### src/rtl/uart_pkg.sv
// rtl/uart_pkg.sv - shared UART types and constants
// Contents: parity mode enum, transmitter state enum, pulse width helper.
package uart_pkg;

    typedef enum logic [1:0] {
        PAR_NONE = 2'd0,
        PAR_ODD  = 2'd1,
        PAR_EVEN = 2'd2
    } parity_e;

    typedef enum logic [2:0] {
        STT_IDLE   = 3'd0,
        STT_START  = 3'd1,
        STT_DATA   = 3'd2,
        STT_PARITY = 3'd3,
        STT_STOP   = 3'd4
    } tx_state_e;

    // Clock cycles per line bit.
    function automatic int pulse_width(input int clk_freq, input int baud_rate);
        return clk_freq / baud_rate;
    endfunction

endpackage

### src/rtl/uart_baud_cnt.sv
// rtl/uart_baud_cnt.sv - reloadable down-counter with terminal-count flag
// Ports:
//   clk, rstn        clock, asynchronous active-low reset
//   load, load_val   reload the counter with load_val (takes priority)
//   tc               counter is at zero
// The counter holds at zero until reloaded.
module uart_baud_cnt #(
    parameter int WIDTH = 4
) (
    input  logic             clk,
    input  logic             rstn,
    input  logic             load,
    input  logic [WIDTH-1:0] load_val,
    output logic             tc
);

    logic [WIDTH-1:0] cnt_q;
    logic [WIDTH-1:0] cnt_d;

    always_comb begin
        cnt_d = cnt_q;
        if (load) begin
            cnt_d = load_val;
        end else if (cnt_q != '0) begin
            cnt_d = cnt_q - 1'b1;
        end
    end

    always_ff @(posedge clk or negedge rstn) begin
        if (!rstn) begin
            cnt_q <= '0;
        end else begin
            cnt_q <= cnt_d;
        end
    end

    assign tc = (cnt_q == '0);

endmodule

### src/rtl/uart_tx.sv
// rtl/uart_tx.sv - UART transmitter with one-entry holding register
// Ports:
//   clk, rstn   clock, asynchronous active-low reset
//   data        word to send, sampled when valid && ready
//   valid       data valid
//   ready       holding register empty
//   sig         serial line, idle high, registered
//   busy        frame in progress or word held
module uart_tx
    import uart_pkg::*;
#(
    parameter int DATA_WIDTH = 8,
    parameter int BAUD_RATE  = 9600,
    parameter int CLK_FREQ   = 12_000_000,
    parameter int PARITY     = 0,
    parameter int STOP_BITS  = 1
) (
    input  logic                  clk,
    input  logic                  rstn,
    input  logic [DATA_WIDTH-1:0] data,
    input  logic                  valid,
    output logic                  ready,
    output logic                  sig,
    output logic                  busy
);

    localparam int PW = pulse_width(CLK_FREQ, BAUD_RATE);
    localparam int TW = (PW > 1) ? $clog2(PW) : 1;
    localparam int BW = $clog2(DATA_WIDTH) + 1;
    localparam logic [TW-1:0] PW_RELOAD = TW'(PW - 1);
    localparam logic [BW-1:0] LAST_DATA = BW'(DATA_WIDTH - 1);
    localparam logic [BW-1:0] LAST_STOP = BW'(STOP_BITS - 1);

    if (PW < 2) begin : g_bad_pulse_width
        $error("uart_tx: CLK_FREQ / BAUD_RATE must be at least 2");
    end
    if (PARITY > 2 || PARITY < 0) begin : g_bad_parity
        $error("uart_tx: PARITY must be 0, 1 or 2");
    end
    if (STOP_BITS != 1 && STOP_BITS != 2) begin : g_bad_stop_bits
        $error("uart_tx: STOP_BITS must be 1 or 2");
    end

    tx_state_e             state_q, state_d;
    logic [DATA_WIDTH-1:0] hold_q, hold_d;
    logic                  hold_full_q, hold_full_d;
    logic [DATA_WIDTH-1:0] shift_q, shift_d;
    logic                  par_q, par_d;
    logic [BW-1:0]         bit_cnt_q, bit_cnt_d;
    logic                  sig_q, sig_d;

    logic bit_tc;
    logic timer_load;
    logic load_frame;
    logic accept;

    uart_baud_cnt #(
        .WIDTH(TW)
    ) u_bit_timer (
        .clk     (clk),
        .rstn    (rstn),
        .load    (timer_load),
        .load_val(PW_RELOAD),
        .tc      (bit_tc)
    );

    always_comb begin
        state_d     = state_q;
        hold_d      = hold_q;
        hold_full_d = hold_full_q;
        shift_d     = shift_q;
        par_d       = par_q;
        bit_cnt_d   = bit_cnt_q;
        sig_d       = sig_q;
        load_frame  = 1'b0;
        accept      = valid && !hold_full_q;

        case (state_q)
            STT_IDLE: begin
                if (hold_full_q) begin
                    load_frame = 1'b1;
                end
            end
            STT_START: begin
                if (bit_tc) begin
                    state_d   = STT_DATA;
                    sig_d     = shift_q[0];
                    bit_cnt_d = '0;
                end
            end
            STT_DATA: begin
                if (bit_tc) begin
                    if (bit_cnt_q == LAST_DATA) begin
                        bit_cnt_d = '0;
                        if (PARITY != int'(PAR_NONE)) begin
                            state_d = STT_PARITY;
                            sig_d   = par_q;
                        end else begin
                            state_d = STT_STOP;
                            sig_d   = 1'b1;
                        end
                    end else begin
                        shift_d   = shift_q >> 1;
                        sig_d     = shift_d[0];
                        bit_cnt_d = bit_cnt_q + 1'b1;
                    end
                end
            end
            STT_PARITY: begin
                if (bit_tc) begin
                    state_d   = STT_STOP;
                    sig_d     = 1'b1;
                    bit_cnt_d = '0;
                end
            end
            STT_STOP: begin
                if (bit_tc) begin
                    if (bit_cnt_q == LAST_STOP) begin
                        // A held word starts on the very next edge: no idle gap.
                        if (hold_full_q) begin
                            load_frame = 1'b1;
                        end else begin
                            state_d = STT_IDLE;
                        end
                    end else begin
                        bit_cnt_d = bit_cnt_q + 1'b1;
                    end
                end
            end
            default: begin
                state_d = STT_IDLE;
                sig_d   = 1'b1;
            end
        endcase

        if (load_frame) begin
            state_d     = STT_START;
            shift_d     = hold_q;
            par_d       = (PARITY == int'(PAR_EVEN)) ? ^hold_q : ~^hold_q;
            hold_full_d = 1'b0;
            sig_d       = 1'b0;
        end

        // Accept needs an empty holding register and load needs a full one,
        // so the two never happen on the same edge.
        if (accept) begin
            hold_d      = data;
            hold_full_d = 1'b1;
        end

        // Reload at every bit boundary, except when the line goes idle so the
        // timer rests at zero and a new word can start on the next edge.
        timer_load = bit_tc && (state_d != STT_IDLE);
    end

    always_ff @(posedge clk or negedge rstn) begin
        if (!rstn) begin
            state_q     <= STT_IDLE;
            hold_q      <= '0;
            hold_full_q <= 1'b0;
            shift_q     <= '0;
            par_q       <= 1'b0;
            bit_cnt_q   <= '0;
            sig_q       <= 1'b1;
        end else begin
            state_q     <= state_d;
            hold_q      <= hold_d;
            hold_full_q <= hold_full_d;
            shift_q     <= shift_d;
            par_q       <= par_d;
            bit_cnt_q   <= bit_cnt_d;
            sig_q       <= sig_d;
        end
    end

    assign ready = !hold_full_q;
    assign sig   = sig_q;
    assign busy  = (state_q != STT_IDLE) || hold_full_q;

endmodule

### config.mk
export PLATFORM = sky130hd
export DESIGN_NAME = uart_tx
export DESIGN_NICKNAME = d
export VERILOG_FILES = /design/src/rtl/uart_pkg.sv /design/src/rtl/uart_baud_cnt.sv /design/src/rtl/uart_tx.sv
export SDC_FILE = /design/constraint.sdc
export NUM_CORES = 1
export LEC_CHECK = 0
export ABC_CLOCK_PERIOD_IN_PS = 4250
export BUFFER_PORTS_ARGS = -buffer_cell sky130_fd_sc_hd__buf_2
export CAP_MARGIN = 20
export CELL_PAD_IN_SITES_DETAIL_PLACEMENT = 1
export CELL_PAD_IN_SITES_GLOBAL_PLACEMENT = 2
export CORE_ASPECT_RATIO = 0.6
export CORE_MARGIN = 5
export CORE_UTILIZATION = 40
export DETAILED_ROUTE_END_ITERATION = 6
export GPL_TIMING_DRIVEN = 0
export PLACE_DENSITY = 0.88
export RECOVER_POWER = 100
export SYNTH_ARGS = -nofsm -noshare
export SYNTH_HDL_FRONTEND = slang
export SYNTH_SLANG_ARGS = --single-unit
### constraint.sdc
create_clock -name clk -period 4.25 [get_ports clk]
set_input_delay 0.85 -clock clk [delete_from_list [all_inputs] [get_ports clk]]
set_output_delay 0.85 -clock clk [all_outputs]
set_load 0.02 [all_outputs]
==> results_dict.tcl <==
set metrics [dict create \
    worstHoldStart "hold_q[7]" \
    holdWs_ns 0.474 \
    synth-edff-count 0 \
    ctsResizeCount 0 \
    maxSlewViolCount 37 \
    p_total_mw 1.23 \
    startpoint "u_bit_timer.cnt_q[0]" \
    internal_power_mw 0.829 \
    drc 0 \
    ioPinCount 14 \
    combPwrFrac_pct 26.3 \
    antennaDiodeCount 0 \
    rsz0062_at_grt "false" \
    syn_to_final_growth_pct 13.2 \
    p_seq_share_pct 46.7 \
    met2_usage_pct 22.8 \
    die_h_um 62.7 \
    start_util_pct 40.9 \
    dr.first_iter.drc_count 35 \
    clk_pin_slew_ns 0.07 \
    clockPowerShare_pct 27.0 \
    async_reset_ff_share_pct 100 \
    h-tree-depth 2 \
    ir_worst_vdd_uv 300 \
    viasPerCell 5.35 \
    nNetsFinal 207 \
    hold_path.class "reg -> reg" \
    worstPathArrival_ns 3.19 \
    maxCapViolations 1 \
    post_dp_cell_area_mm2 0.00199 \
    power_density_mw_per_mm2 586 \
    die_w_um 97.8 \
    dr_total_vias 1374 \
    grt_util_met3_pct 3.79 \
    drive_above_1_share_pct 18.6 \
    required_ns 4.48 \
    yosysWarnings 0 \
    synth-seq-area-share_pct 48.8 \
    post_cts_buffers 0 \
    synth_cells 173 \
    grt_pass1_wl_um 7170 \
    p_sw_mw 0.398 \
    clockBufferDepth 2 \
    hold_viol_final 0 \
    final_common_cell "dfrtp_1" \
    wl_per_cell_um 16.1 \
    grt-ovfl-total 0 \
    synth_seq_cells 36 \
    top_usage_layer "met2" \
    max_freq_ghz 0.338 \
    grt_util_met1_pct 20.1 \
    worstSetupStartpointType "flip-flop" \
    dieArea_mm2 0.00613 \
    setup_violations 0 \
    first_global_vias 1439 \
    dp_hpwl_um 3150 \
    ctsHoldBuffers 0 \
    fin_tns_setup_ns 0 \
    cts_buffers 5 \
    fin_area_mm2 0.00209 \
    rows 19 \
    p_leak_nw 0.932 \
    cts.sink_count 36 \
    period_minus_slack_ns 2.96 \
    ant_nets 0 \
    syn_area_per_cell_um2 10.7 \
    path_class "reg -> reg" \
    grt_max_degree 37 \
    run_status "finished with violations" \
    crit_fanout 10 \
    switching_share_pct 32.4 \
    finalWirelength_um 4140 \
    gr-usage-all-layers_pct 14.9 \
    synth_flop_cell "dfrtp_1" \
    cts_root_buf "clkbuf_8" \
    syn_area_mm2 0.00185 \
    violations "max-capacitance violations, max-slew violations" \
    dr.pass1.iters 4 \
    syn-num-nets 187 \
    final_cell_mix "35 x dfrtp_1, 18 x nand2_1, 12 x nor2_1, 9 x mux2_2, 9 x buf_2" \
    crit_path_end_kind "flip-flop" \
    tightest_slew_ns 1.97 \
    gp_congestion 0.790 \
    r2r_start "u_bit_timer.cnt_q[0]" \
    post-route-period-util_pct 69.7 \
    coreArea_mm2 0.00452 \
    antenna_found_initial 0 \
    cts_tree "done" \
    numPortBuffers 13 \
    clk_latency_ns 0.28 \
    relSlewSlack_pct -31.6 \
    skew_ns 0.00138 \
    synth_cell_types 49 \
]
==> sequential cells by signal, summed over array words and instances, names as in the netlist <==
signal             flops
u_bit_timer.cnt_q     11
hold_q                 8
shift_q                8
bit_cnt_q              4
state_q                3
hold_full_q            1
sig                    1
==> power by group through the flow <==
stage / registers [mW] / logic [mW] / clock network (mW)
after global placement: 0.572 / 0.317 / 0
after global routing: 0.588 / 0.365 / 0.356
after CTS: 0.577 / 0.341 / 0.341
after floorplan: 0.553 / 0.264 / 0
final: 0.572 / 0.323 / 0.331
after detailed placement: 0.584 / 0.339 / 0
==> cell usage after synthesis, types with 2 or more instances <==
master	instances	area (µm²)
mux2_2	9	101
buf_4	2	15.0
nand3_1	4	20.0
nor3_1	4	20.0
clkbuf_1	3	11.3
nor4_1	2	12.5
xnor2_1	2	17.5
inv_1	7	26.3
and3_1	3	18.8
o31a_1	2	17.5
and3b_1	2	17.5
xor2_1	4	35.0
ha_1	3	37.5
nand3b_1	3	22.5
nand4_1	3	18.8
nand3_2	2	20.0
nor2b_1	2	12.5
a22oi_1	2	15.0
nor4b_1	2	17.5
mux2i_1	7	70.1
and2_1	2	12.5
dfrtp_1	35	876
nor2_1	12	45.0
nand2b_1	2	12.5
nand2_1	18	67.6
a21oi_1	3	15.0
o21ai_1	11	55.1
==> through the flow <==
step	std cells	util [%]	setup slack (ns)
2_1_floorplan	173	-	2.28
6_report	257	46.3	1.29
3_3_place_gp	249	44.1	1.97
3_5_place_dp	249	44.1	1.87
5_1_grt	257	46.3	0.983
4_1_cts	257	46.9	1.85
==> cells by family (layout without fill, tap and decap cells) <==
kind of cell | after synthesis | count (layout) | synth area share, %
AND/OR/NAND/NOR | 67 | 67 | 21.0
XOR/XNOR | 6 | 6 | 2.84
multiplexers | 16 | 16 | 9.27
adder cells (fa/ha/maj) | 3 | 3 | 2.03
flip-flops | 36 | 36 | 48.8
AO/OA/AOI/OAI | 32 | 32 | 12.6
buffers and inverters | 13 | 34 | 3.45
==> path summary, 6_finish.rpt <==
| path | cells after the start | slack (ns) | end |
|---|---|---|---|
| setup / recovery | 7 | 1.29 | u_bit_timer.cnt_q[7] |
| hold / removal | 2 | 0.47 | shift_q[7] |
| setup reg to reg | 7 | 1.29 | u_bit_timer.cnt_q[7] |
| hold reg to reg | 2 | 0.47 | shift_q[7] |
| max in group asynchronous | 1 | 2.01 | u_bit_timer.cnt_q[10] |
| min in group asynchronous | 1 | 1.11 | shift_q[2] |
==> per-layer routing <==
layer  wire length (µm)  vias up
met5                  0        -
met3                 88        5
met4                 65        0
met2               1870       12
met1               2120      695
li1                   -      662
==> area by class of cell <==
cell class | instances | area [µm²]
Timing Repair Buffer | 13 | 60.1
Tap cell | 63 | 78.8
Clock inverter | 1 | 30.0
Clock buffer | 7 | 96.3
Inverter | 7 | 26.3
Multi-Input combinational cell | 124 | 862
Sequential cell | 36 | 902
Fill cell | 517 | 2420
Buffer | 6 | 37.5
==> critical path, stage by stage, from the launching register on <==
cell	delay, ns
dfrtp_1	0.43
inv_1	0.10
ha_1	0.24
nor4b_1	0.81
nand3_2	0.41
o22a_1	0.39
a31oi_1	0.32
o31a_1	0.18
Power figures use the tool's default switching activity.
